==> src/rtl/ov_cam_pkg.sv <==
// Shared definitions for the OV camera FIFO read path: FSM encoding and
// the read-pointer reset length.
package ov_cam_pkg;

    typedef enum logic [2:0] {
        ST_IDLE,
        ST_RRST,
        ST_FETCH_HI,
        ST_FETCH_LO,
        ST_PUSH,
        ST_DONE
    } ov_state_e;

    localparam int RRST_CYCLES = 4;
    localparam int RRST_W      = $clog2(RRST_CYCLES);

endpackage

==> src/rtl/ov_byte_packer.sv <==
// Packs captured camera bytes into OUT_W-bit words; a 16-bit word is
// published only once its second byte has arrived.
module ov_byte_packer #(
    parameter int OUT_W          = 16,
    parameter bit BYTE_MSB_FIRST = 1'b1
) (
    input  logic             CLK_40M,
    input  logic             RST_N,
    input  logic             clr,
    input  logic             cap,
    input  logic [7:0]       byte_in,
    output logic [OUT_W-1:0] word
);

    generate
        if (OUT_W == 8) begin : g_w8
            always_ff @(posedge CLK_40M or negedge RST_N) begin
                if (!RST_N)   word <= '0;
                else if (cap) word <= byte_in;
            end
        end else if (OUT_W == 16) begin : g_w16
            logic [7:0] first;
            logic       phase;

            // clr discards a half-built word so an aborted frame leaves nothing behind
            always_ff @(posedge CLK_40M or negedge RST_N) begin
                if (!RST_N) begin
                    first <= '0;
                    phase <= 1'b0;
                    word  <= '0;
                end else if (clr) begin
                    phase <= 1'b0;
                end else if (cap) begin
                    if (!phase) begin
                        first <= byte_in;
                        phase <= 1'b1;
                    end else begin
                        phase <= 1'b0;
                        word  <= BYTE_MSB_FIRST ? {first, byte_in} : {byte_in, first};
                    end
                end
            end
        end else begin : g_bad_w
            $error("ov_byte_packer: OUT_W must be 8 or 16");
        end
    endgenerate

endmodule

==> src/rtl/ov_fifo_reader.sv <==
// Reads one frame out of the camera FIFO (3 cycles per byte) and pushes
// packed words into the downstream FIFO, stalling on TX_WRFULL.
module ov_fifo_reader
    import ov_cam_pkg::*;
#(
    parameter int H_PIX          = 320,
    parameter int V_LINES        = 240,
    parameter int BPP            = 2,
    parameter int OUT_W          = 16,
    parameter bit BYTE_MSB_FIRST = 1'b1
) (
    input  logic             CLK_40M,
    input  logic             RST_N,
    input  logic             READ_EN,
    input  logic             ABORT,
    input  logic [7:0]       OV_DATA,
    input  logic             TX_WRFULL,
    output logic             OV_RRST,
    output logic             OV_RCLK,
    output logic [OUT_W-1:0] TX_DATA,
    output logic             TX_WRREQ,
    output logic             FRAME_BUSY,
    output logic             FRAME_DONE,
    output logic [15:0]      LINE_CNT
);

    localparam logic [31:0] LINE_BYTES  = 32'(H_PIX * BPP);
    localparam logic [31:0] FRAME_BYTES = 32'(H_PIX * V_LINES * BPP);
    localparam logic [15:0] LAST_LINE   = 16'(V_LINES - 1);

    generate
        if (BPP < 1 || BPP > 4) begin : g_bad_bpp
            $error("ov_fifo_reader: BPP must be 1..4");
        end
        if (OUT_W == 16 && FRAME_BYTES[0]) begin : g_bad_total
            $error("ov_fifo_reader: odd frame byte count with OUT_W=16");
        end
    endgenerate

    ov_state_e         state;
    logic [31:0]       byte_cnt;
    logic [31:0]       line_byte_cnt;
    logic [RRST_W-1:0] rrst_cnt;
    logic [OUT_W-1:0]  word;
    logic              cap;
    logic              clr;
    logic              push_due;

    assign cap      = (state == ST_FETCH_LO) && !ABORT;
    assign clr      = (state == ST_IDLE) || ABORT;
    assign push_due = (OUT_W == 8) || !byte_cnt[0];

    ov_byte_packer #(
        .OUT_W          (OUT_W),
        .BYTE_MSB_FIRST (BYTE_MSB_FIRST)
    ) u_packer (
        .CLK_40M (CLK_40M),
        .RST_N   (RST_N),
        .clr     (clr),
        .cap     (cap),
        .byte_in (OV_DATA),
        .word    (word)
    );

    // Outputs are registered with the state they belong to, so every
    // assignment below describes the state being entered.
    always_ff @(posedge CLK_40M or negedge RST_N) begin
        if (!RST_N) begin
            state         <= ST_IDLE;
            OV_RRST       <= 1'b1;
            OV_RCLK       <= 1'b1;
            TX_DATA       <= '0;
            TX_WRREQ      <= 1'b0;
            FRAME_BUSY    <= 1'b0;
            FRAME_DONE    <= 1'b0;
            LINE_CNT      <= '0;
            byte_cnt      <= '0;
            line_byte_cnt <= '0;
            rrst_cnt      <= '0;
        end else begin
            TX_WRREQ   <= 1'b0;
            FRAME_DONE <= 1'b0;
            if (state != ST_IDLE && ABORT) begin
                state      <= ST_IDLE;
                OV_RRST    <= 1'b1;
                OV_RCLK    <= 1'b1;
                FRAME_BUSY <= 1'b0;
            end else begin
                case (state)
                    ST_IDLE: begin
                        OV_RRST <= 1'b1;
                        OV_RCLK <= 1'b1;
                        if (READ_EN) begin
                            byte_cnt      <= '0;
                            line_byte_cnt <= '0;
                            LINE_CNT      <= '0;
                            rrst_cnt      <= '0;
                            OV_RRST       <= 1'b0;
                            OV_RCLK       <= 1'b0;
                            FRAME_BUSY    <= 1'b1;
                            state         <= ST_RRST;
                        end
                    end
                    ST_RRST: begin
                        if (rrst_cnt == RRST_W'(RRST_CYCLES - 1)) begin
                            OV_RRST <= 1'b1;
                            OV_RCLK <= 1'b1;
                            state   <= ST_FETCH_HI;
                        end else begin
                            rrst_cnt <= rrst_cnt + 1'b1;
                            OV_RCLK  <= ~OV_RCLK;
                        end
                    end
                    ST_FETCH_HI: begin
                        OV_RCLK <= 1'b0;
                        state   <= ST_FETCH_LO;
                    end
                    ST_FETCH_LO: begin
                        // rising OV_RCLK here advances the camera FIFO to the next byte
                        OV_RCLK  <= 1'b1;
                        byte_cnt <= byte_cnt + 1'b1;
                        if (line_byte_cnt == LINE_BYTES - 1) begin
                            line_byte_cnt <= '0;
                            if (LINE_CNT < LAST_LINE) LINE_CNT <= LINE_CNT + 1'b1;
                        end else begin
                            line_byte_cnt <= line_byte_cnt + 1'b1;
                        end
                        state <= ST_PUSH;
                    end
                    ST_PUSH: begin
                        if (!push_due) begin
                            state <= ST_FETCH_HI;
                        end else if (!TX_WRFULL) begin
                            TX_WRREQ <= 1'b1;
                            TX_DATA  <= word;
                            if (byte_cnt == FRAME_BYTES) begin
                                FRAME_DONE <= 1'b1;
                                state      <= ST_DONE;
                            end else begin
                                state <= ST_FETCH_HI;
                            end
                        end
                    end
                    ST_DONE: begin
                        FRAME_BUSY <= 1'b0;
                        state      <= ST_IDLE;
                    end
                    default: state <= ST_IDLE;
                endcase
            end
        end
    end

endmodule

==> config.mk <==
export PLATFORM = sky130hd
export DESIGN_NAME = ov_fifo_reader
export DESIGN_NICKNAME = d
export VERILOG_FILES = /design/src/rtl/ov_cam_pkg.sv /design/src/rtl/ov_byte_packer.sv /design/src/rtl/ov_fifo_reader.sv
export SDC_FILE = /design/constraint.sdc
export NUM_CORES = 1
export LEC_CHECK = 0
export BUFFER_PORTS_ARGS = -buffer_cell sky130_fd_sc_hd__buf_2
export CORE_AREA = 4 4 131 133
export DETAILED_ROUTE_END_ITERATION = 12
export DIE_AREA = 0 0 135 137
export GPL_TIMING_DRIVEN = 0
export PLACE_DENSITY_LB_ADDON = 0.25
export REMOVE_ABC_BUFFERS = 1
export SETUP_SLACK_MARGIN = 0.4
export SLEW_MARGIN = 10
export SYNTH_ARGS = -nofsm -noshare
export SYNTH_HDL_FRONTEND = slang
export SYNTH_SLANG_ARGS = --single-unit
==> constraint.sdc <==
create_clock -name CLK_40M -period 3.6 [get_ports CLK_40M]
set_input_delay 0.18 -clock CLK_40M [delete_from_list [all_inputs] [get_ports CLK_40M]]
set_output_delay 0.18 -clock CLK_40M [all_outputs]
set_load 0.02 [all_outputs]
### After elaboration in Yosys (flattened, before gate mapping)

Cells that the tools add are included.

* register bits: 131
* input bits: 13
* output and inout port bits: 37
* logic and storage cells: 101

* $add $sub $neg: 4
* $lt $le $gt $ge: 1
* eq/ne operators: 15
* multiplexer cells: 40
* bitwise operators: 6
* reduce and logical (&&, ||, !) cells: 21

Operators by type and width (count)
* $pmux W32 S2: 2
* $add A32 B1 Y32 const B: 2
* $mux W32: 2
* $mux W16: 3
* $eq A32 B10 Y1 const B: 1
* $eq A32 B18 Y1 const B: 1
* $pmux W16 S2: 1
* $mux W1: 19
* $mux W3: 6
* $add A16 B1 Y16 const B: 1
* $lt A16 B8 Y1 const B: 1
* $pmux W3 S5: 1
* $reduce_and A3 Y1: 4
* $reduce_bool A3 Y1: 3
* $reduce_and A4 Y1: 2
* $eq A3 B2 Y1 const B: 2
* $eq A3 B3 Y1 const B: 2
* $not A1 Y1: 6
* $reduce_bool A2 Y1: 3
* $reduce_and A5 Y1: 1
* $reduce_bool A5 Y1: 1
* $mux W2: 2
* $ne A2 B1 Y1 const B: 2
* $ne A2 B2 Y1 const B: 2
* other kinds (14): 17

### Longest topological paths before layout

Gate-level depths: netlist of run 1.

* depth after elaboration: 6
* depth in mapped cells: 7

### Modules after synthesis

From an unflattened synthesis of run 1, not the netlist that was laid out.

* cell total of the unflattened synthesis: 594
* area, all modules: 6341.1 µm²

By module, submodules not included
* ov_fifo_reader: times used 1, cells each 540, area each 5380.2 µm², seq. area each 2655.0 µm²
* ov_byte_packer: times used 1, cells each 54, area each 960.9 µm², seq. area each 625.6 µm²

### Least setup slack after synthesis of run 1

OpenSTA, ideal clock, no wires.

* path type: reg2reg
* from: register state[1]
* to: register LINE_CNT[6]
* setup time: 0.138 ns
* data arrival time: 2.091 ns
* slack: 1.371 ns
* stages on the path, launching flop included: 7
* path buffers: 1
* clock period less this slack: 2.229 ns
* cell sequence: dfrtp_1 > or3b_1 > buf_6 > a2111oi_4 > nand4_4 > o311ai_1 > o41ai_2

* word-level cells in the longest chain between the ends: 4
* elaborated cells between the ends (all ways): 11

Ends and longest elaborated chain
* start: declaration: RTL line ov_fifo_reader.sv:40 `ov_state_e state;`
* start signal: assignment: RTL line ov_fifo_reader.sv:69 `state <= ST_IDLE;`
* start signal: assignment: RTL line ov_fifo_reader.sv:84 `state <= ST_IDLE;`
* start signal: assignment: RTL line ov_fifo_reader.sv:101 `state <= ST_RRST;`
* parallel branches: the longest is 4 deep, another holds $reduce_and A5 Y1
* end signal: assignment: RTL line ov_fifo_reader.sv:124 `if (LINE_CNT < LAST_LINE) LINE_CNT <= LINE_CNT + 1'b1;`
* end: declaration: RTL line ov_fifo_reader.sv:24 `output logic [15:0] LINE_CNT`

Parallel ways; which one is timed is not known.
A chain may end at the register's enable or synchronous reset.

### Worst setup path in the final report of run 1

Same ends and word-level chain as after synthesis.

==> results of run 1 <==
==> area by class of cell <==
| type | count | area share [%] |
|---|---|---|
| clock buffer | 19 | 5.953 |
| clock inverter | 12 | 2.102 |
| inverter | 15 | 0.7567 |
| multi-input combinational | 425 | 38.86 |
| sequential | 131 | 44.09 |
| tap | 216 | 3.632 |
| timing repair buffer | 56 | 4.607 |
==> cells in the final DEF, fill, tap and decap left out, types with 3 or more instances in the layout <==
master,netlist,routed
sky130_fd_sc_hd__dfrtp_1,129,129
sky130_fd_sc_hd__nor2_1,71,70
sky130_fd_sc_hd__buf_2,5,48
sky130_fd_sc_hd__xor2_1,44,44
sky130_fd_sc_hd__nand3_1,41,41
sky130_fd_sc_hd__mux2_2,41,41
sky130_fd_sc_hd__nand2_1,40,39
sky130_fd_sc_hd__nand4_1,32,32
sky130_fd_sc_hd__clkbuf_16,0,17
sky130_fd_sc_hd__inv_1,15,15
sky130_fd_sc_hd__and2_1,14,13
sky130_fd_sc_hd__a31oi_1,12,12
sky130_fd_sc_hd__nor4_1,12,11
sky130_fd_sc_hd__and3_1,11,11
sky130_fd_sc_hd__o21ai_0,9,9
sky130_fd_sc_hd__nor3_1,8,8
sky130_fd_sc_hd__nand2b_1,8,8
sky130_fd_sc_hd__and4_1,7,7
sky130_fd_sc_hd__nor4b_1,6,6
sky130_fd_sc_hd__or4_1,6,6
sky130_fd_sc_hd__a21oi_1,8,6
sky130_fd_sc_hd__xnor2_1,6,6
sky130_fd_sc_hd__ha_1,5,5
sky130_fd_sc_hd__nand3b_1,4,4
sky130_fd_sc_hd__a2111oi_4,1,3
sky130_fd_sc_hd__mux2i_1,3,3
sky130_fd_sc_hd__o211ai_1,3,3
sky130_fd_sc_hd__o31ai_1,3,3
sky130_fd_sc_hd__clkinv_4,0,3
sky130_fd_sc_hd__bufinv_16,0,3
sky130_fd_sc_hd__clkinv_2,0,3
sky130_fd_sc_hd__dlygate4sd3_1,0,3
==> critical path: cells and delay by family, from the launching register on <==
| kind | cells | cell delay [ns] |
|---|---|---|
| compound gates | 3 | 1.36 |
| flops | 1 | 0.52 |
| simple gates | 2 | 1.00 |
==> power by group through the flow <==
stage | combinational [mW] | clock, mW | sequential [mW]
floorplan | 0.409 | 0 | 1.78
global placement | 0.602 | 0 | 1.78
detailed placement | 0.649 | 0 | 1.80
CTS | 0.656 | 1.78 | 1.77
global route | 0.722 | 1.85 | 1.79
finish | 0.646 | 1.74 | 1.77
==> timing repair <==
action | in CTS | in global routing
gates cloned | 0 | 0
hold buffers | 3 | 0
endpoints found under the hold margin | 47 | 0
endpoints found under the setup margin | 17 | 16
gates resized for setup | 2 | 1
==> logic make-up (layout without fill, tap and decap cells) <==
group	Yosys count	in the layout	synth area share, %
buffers and inverters	43	102	2.896
adders and majority gates	5	5	0.9919
muxes	44	44	7.796
DFF	131	131	52.01
xor gates and xnor gates	50	50	6.943
and+or+nand+nor	270	270	22.65
AOI/OAI and AO/OA	56	56	6.705
==> final timing paths <==
check | end | cells past startpoint | slack [ns] | from
min in group asynchronous | byte_cnt[12] | 2 | 0.26 | RST_N
max reg2reg | LINE_CNT[6] | 5 | 0.59 | state[1]
max in group asynchronous | OV_RCLK | 3 | 2.54 | RST_N
max | LINE_CNT[6] | 5 | 0.59 | state[1]
min reg2reg | rrst_cnt[1] | 2 | 0.48 | rrst_cnt[1]
min | u_packer.word[7] | 2 | 0.01 | OV_DATA[7]
==> flip-flops by register name, summed over array words and instances, names as in the netlist <==
register              flops
TX_WRREQ                  1
OV_RRST                   1
FRAME_BUSY                1
u_packer.g_w16.first      8
state                     3
OV_RCLK                   1
LINE_CNT                 16
FRAME_DONE                1
rrst_cnt                  2
u_packer.g_w16.phase      1
line_byte_cnt            32
TX_DATA                  16
u_packer.word            16
byte_cnt                 32
==> Yosys cell counts, types with 3 or more instances <==
master                     instances  area, um^2
sky130_fd_sc_hd__dfrtp_1         129        3228
sky130_fd_sc_hd__nor2_1           71       266.5
sky130_fd_sc_hd__xor2_1           44       385.4
sky130_fd_sc_hd__mux2_2           41       461.7
sky130_fd_sc_hd__nand3_1          41       205.2
sky130_fd_sc_hd__nand2_1          40       150.1
sky130_fd_sc_hd__nand4_1          32       200.2
sky130_fd_sc_hd__clkbuf_1         20       75.07
sky130_fd_sc_hd__inv_1            15       56.30
sky130_fd_sc_hd__and2_1           14       87.58
sky130_fd_sc_hd__a31oi_1          12       75.07
sky130_fd_sc_hd__nor4_1           12       75.07
sky130_fd_sc_hd__and3_1           11       68.82
sky130_fd_sc_hd__o21ai_0           9       45.04
sky130_fd_sc_hd__a21oi_1           8       40.04
sky130_fd_sc_hd__nand2b_1          8       50.05
sky130_fd_sc_hd__nor3_1            8       40.04
sky130_fd_sc_hd__and4_1            7       61.31
sky130_fd_sc_hd__nor4b_1           6       52.55
sky130_fd_sc_hd__or4_1             6       45.04
sky130_fd_sc_hd__xnor2_1           6       52.55
sky130_fd_sc_hd__buf_2             5       25.02
sky130_fd_sc_hd__ha_1              5       62.56
sky130_fd_sc_hd__nand3b_1          4       30.03
sky130_fd_sc_hd__mux2i_1           3       30.03
sky130_fd_sc_hd__o211ai_1          3       22.52
sky130_fd_sc_hd__o31ai_1           3       22.52
==> metal layers <==
metal	track usage [%]	vias to the layer above
met3	3.934	16
met5	0	-
met1	20.40	2328
li1	-	2236
met2	24.74	88
met4	5.039	0
==> stage by stage <==
| stage | total power [mW] | cell area, um^2 | util, % | hold slack (ns) | TNS, ns |
|---|---|---|---|---|---|
| after CTS | 4.209 | 7437 | 46.99 | 0.002293 | 0 |
| final | 4.161 | 7441 | 47.01 | 0.01468 | 0 |
| after global placement | 2.385 | 6696 | 42.31 | 0.3947 | -2.727 |
| after detailed placement | 2.444 | 6793 | 42.92 | 0.1399 | -0.2781 |
| after floorplan | 2.189 | 6181 | - | -0.1156 | 0 |
| after global routing | 4.360 | 7441 | 47.01 | 0.003926 | 0 |
==> results.md, run 1 <==
- Cell at the slowest stage of the critical path: sky130_fd_sc_hd__a2111oi_4
- Clock-pin slew on the worst setup and hold paths: 0.06 ns
- Vert. Die Dim: 137 um
- Crit path required time: 3.88 ns
- Category of the most critical setup path: reg -> reg
- Final clock skew: ~0.011 ns
- Clock Tree Buf Depth: 2
- Pin count of the biggest net entering global routing: 88
- Power Internal: 2.980 mW
- Total iterations of the first detailed-routing run: 4
- Maximum vdd drop: between 0.3 and 0.4 mV
- Total net switching power: about 1.2 mW
- # nets final: 664
- # Max-Cap Violations: 0
- Switching Share: 28.40%
- Multi-input combinational cell area: 2892 um^2
- Final Non-Filler Cells: a little under 900
- Fillcell total: 1463
- Fraction of the yosys area taken by sequential cells: 52.01%
- Core Rows: 46
- Number of enable flip-flop cells after synthesis: 0
- Main synth FF type: sky130_fd_sc_hd__dfrtp_1
- Crit Path Max Fanout: 14
- Total Die Area: 18500 um^2
- Overflow left after global routing: 0
- Total clock buffers created by CTS: 17
- P&R area growth vs syn: 17.97%
- Number of remaining DRC errors: 0
- Synth unique cells: 54
- TritonCTS clock tree: built
- Final Max Tran Viols: 0
- Period utilization: 83.74%
- Vias per Instance: 5.341
- Slew @ Worst Pin: 1.162 ns
- Fraction of final layout cells sized beyond drive strength 1: between 20% and 30%
- Part of the total power dissipated in sequential elements: 42.6%
- DP Wirelength: 9.218 mm
- Ordered list of cells on the worst path: or3b_1 > a2111oi_4 > nand4_4 > o311ai_1 > o41ai_2
- Number of DRC markers after the initial detailed-route iteration: approximately 230
- Clock network latency to the later pin of the worst-skew pair: 0.42 ns
- Width of the die: 135 um
- GP Congestion: 0.8232
- Area of the placeable core: 15830 um^2
- Detailed route wirelength on metal3: 617 um
- I/O pin cnt: 50
- Cells after Synth: 599
- Number of placed cells counting well taps: 840
- Post-Synthesis Mean Instance Area: 10.53 um^2
- Yosys warns: 0
- Amount of wire on met2 after detailed routing: 6.393 mm
- First-pass GRT wire length: ~23 mm
- Met1 Routed Length: ~6.4 mm
- Drt wl/cell: ~16 um
- H-tree depth reported by CTS: 4
- RSZ-0062 raised after global routing: false
- Post-CTS repair timing setup buffer count: 0
- Highest metal used: met4
- Antenna violations before repair: 0
- Worst slew margin relative to its limit: a little over a fifth
- Sink Count: 131
- Relative contribution of combinational cells to total power: about 16%
- Status: completed
- Worst Setup Start Kind: flip-flop
- Critical Path End Type: flip-flop
- Storage cell area: roughly 3300 um^2
- Final Setup Violations: 0
- Clock power frac: 41.9%
- Data arrival time of the critical path: 3.30 ns
- Wirelength, routed: 13.56 mm
- Final WS setup: around 0.59 ns
- Count of nets left with antenna violations after detail routing: 0
- Min Tclk post-route: roughly 3.0 ns
- Proportion of synthesized flip-flops having asynchronous set or reset: 100.0%
- Input/output buffers: 49
- Vias after detailed routing: 4668
- Starting utilization of the core area: 39.85%
- Slowest Stage Delay on Critical Path: 0.81 ns
- Total power density per cell area: between 500 and 600 nW/um^2
- Number of antenna cells inserted: 0
- Leakage Power: 3.396 nW
- Maximum clock rate: 331.7 MHz
- Final-report hold violation count: 0
- Dpl ws: -0.02463 ns
- Synthesized flop and latch total: 131
- Clock root buffer: sky130_fd_sc_hd__clkbuf_16
- Via count of the first global-routing pass: 4609
- Cell area after synthesis: 6307 um^2
- Min-Delay Path Class: in -> reg
- Total routing resource utilization after global routing: approximately 15%
Power figures use the tool's default switching activity.
==> inputs of run 2 (changes only) <==
==> constraint.sdc (replaced) <==
create_clock -name CLK_40M -period 2.64 [get_ports CLK_40M]
set_input_delay 0.132 -clock CLK_40M [delete_from_list [all_inputs] [get_ports CLK_40M]]
set_output_delay 0.132 -clock CLK_40M [all_outputs]
set_load 0.02 [all_outputs]
==> results.md, run 2 (synthesis gave the netlist of run 1 again) <==
- TritonCTS clock tree: built
- Fillcell total: around 1400
- Met1 Routed Length: 6.562 mm
- Count of cells along the worst register-to-register path: 6
- Number of remaining DRC errors: 0
- # Max-Cap Violations: 0
- RSZ-0062 raised after global routing: true
- Count of nets left with antenna violations after detail routing: 0
- H-tree depth reported by CTS: 4
- First-pass GRT wire length: ~24 mm
- GP Congestion: 0.8232
- Via count of the first global-routing pass: 4786
- Core Rows: 46
- Detailed route wirelength on metal3: between 600 and 700 um
- Clock network latency to the later pin of the worst-skew pair: 0.41 ns
- Maximum vdd drop: 0.4851 mV
- Antenna violations before repair: 1
- I/O pin cnt: 50
- Crit Path Max Fanout: 6
- Highest metal used: met4
- Fraction of final layout cells sized beyond drive strength 1: 26.97%
- Leading registers by flop count: byte_cnt: 32 flops, line_byte_cnt: 32 flops
- Worst slew margin relative to its limit: 51.26%
- Slew @ Worst Pin: approximately 0.73 ns
- DP Wirelength: 9.218 mm
- Vias per Instance: roughly 5.3
- Reg2reg setup slack: ~0.43 ns
- Ordered list of cells on the worst path: or3b_4 > a2111oi_4 > buf_4 > nand4_4 > or4_1 > nand2_1
- Category of the most critical setup path: reg -> reg
- Largest delay share family, worst path: simple AND/OR/NAND/NOR gates
- End point of the worst hold path: u_packer.g_w16.phase
- Total iterations of the first detailed-routing run: 5
- Number of buffers and inverters on the critical path: 1
- Number of DRC markers after the initial detailed-route iteration: 254
- Depth of the worst hold-timing path: 2
- Overflow left after global routing: 0
- Total routing resource utilization after global routing: 16.00%
- Amount of wire on met2 after detailed routing: 6.809 mm
- Input/output buffers: 49
- Clock Tree Buf Depth: 2
- Final Max Tran Viols: 0
- Worst hold start: ABORT
- Drt wl/cell: 15.63 um
- Data arrival time of the critical path: between 2 and 3 ns
- Vert. Die Dim: 137 um
- Fraction of the core area covered by cells at the end of the flow: between 50% and 60%
- Launch instance of the worst register-to-register path: state[1]
- Worst Setup Start Kind: flip-flop
- Critical Path End Type: flip-flop
- Min Tclk post-route: ~2.2 ns
- Sink Count: around 130
- Clock root buffer: sky130_fd_sc_hd__clkbuf_16
- Period utilization: 83.82%
- P&R area growth vs syn: 25.93%
- Total power density per cell area: around 730 nW/um^2
- Status: completed
- Pin count of the biggest net entering global routing: 88
- Most common library cell in the layout ignoring fill and taps: sky130_fd_sc_hd__dfrtp_1
- Final WS setup: 0.4271 ns
- Maximum clock rate: 451.9 MHz
- Area of the placeable core: 15830 um^2
- FF-to-FF End: LINE_CNT[2]
- Width of the die: 135 um
- Crit path required time: 2.99 ns
- Final Setup Violations: 0
- Leakage Power: 3.629 nW
- Leading cell types in the layout, fill and taps excluded: 126 x sky130_fd_sc_hd__dfrtp_1, 70 x sky130_fd_sc_hd__nor2_1, 48 x sky130_fd_sc_hd__buf_2
- Total clock buffers created by CTS: 17
- Vias after detailed routing: 4877
- Clock-pin slew on the worst setup and hold paths: 0.06 ns
- Total Die Area: roughly 18000 um^2
- Cell at the slowest stage of the critical path: sky130_fd_sc_hd__or3b_4
- Min-Delay Path Class: in -> reg
- Starting utilization of the core area: 39.85%
- Dpl ws: -0.9846 ns
- Slowest Stage Delay on Critical Path: approximately 0.47 ns
- Final-report hold violation count: 0
- Wirelength, routed: 14.29 mm
- # nets final: roughly 700
- Final clock skew: around 0.008 ns
[run 2: cell types whose count changed in the layout (fill, tap and decap cells not counted), moves of 3 or more]
cell,before,now
sky130_fd_sc_hd__buf_6,2,7
sky130_fd_sc_hd__dlygate4sd3_1,3,10
sky130_fd_sc_hd__dfrtp_1,129,126
sky130_fd_sc_hd__nor3_4,0,3
sky130_fd_sc_hd__buf_4,1,24
[run 2: metal layers]
metal  vias up  track usage (%)
li1       2326                -
met1      2414            21.65
met2       115            25.04
met3        22            3.897
met4         0            6.047
met5         -                0
[run 2: worst max-delay path by stage]
| stage | startpoint | to | cells past startpoint |
|---|---|---|---|
| 6_report | state[1] | LINE_CNT[2] | 6 |
| 5_1_grt | line_byte_cnt[26] | LINE_CNT[3] | 8 |
| 4_1_cts | state[2] | TX_DATA[2] | 5 |
| 3_5_place_dp | state[2] | u_packer.word[6] | 5 |
| 3_3_place_gp | line_byte_cnt[25] | line_byte_cnt[13] | 5 |
| 2_1_floorplan | line_byte_cnt[25] | line_byte_cnt[10] | 5 |
[run 2: report_power, final]
group / internal, mW / leakage, nW / switching, mW / total (mW)
clock network: 1.51 / 0.294 / 0.863 / 2.37
logic: 0.425 / 1.54 / 0.613 / 1.04
registers: 2.23 / 1.79 / 0.175 / 2.40
total: 4.16 / 3.63 / 1.65 / 5.81
[run 2: repair_timing]
| item | 4_1_cts | 5_1_grt |
|---|---|---|
| setup buffers | 19 | 12 |
| endpoints found under the hold margin | 62 | 0 |
| endpoints found under the setup margin | 117 | 67 |
| resized for setup | 22 | 14 |
| cloned | 1 | 0 |
| pin swaps | 11 | 9 |
| hold buffers | 10 | 0 |
[run 2: final cells by class]
cell class	count	area (um^2)	share of cell area (%)
Antenna cell	1	2.502	0.03151
Clock buffer	19	442.9	5.577
Clock inverter	12	156.4	1.969
Inverter	15	56.30	0.7089
Multi-Input combinational cell	426	3040	38.28
Sequential cell	131	3287	41.38
Tap cell	216	270.3	3.403
Timing Repair Buffer	94	686.9	8.648
[run 2: per-stage QoR]
stage                     total power, mW  cell area, um^2  hold slack, ns  instances  TNS, ns
after floorplan                     2.985             6181         -0.1636        571   -7.958
after global placement              3.252             6696          0.3467        836  -102.82
after detailed placement            3.333             6793         0.09194        840   -28.49
after CTS                           5.803             7780          0.1057        901        0
after global routing                6.094             7943          0.1311        914        0
final                               5.814             7943          0.1208        914        0
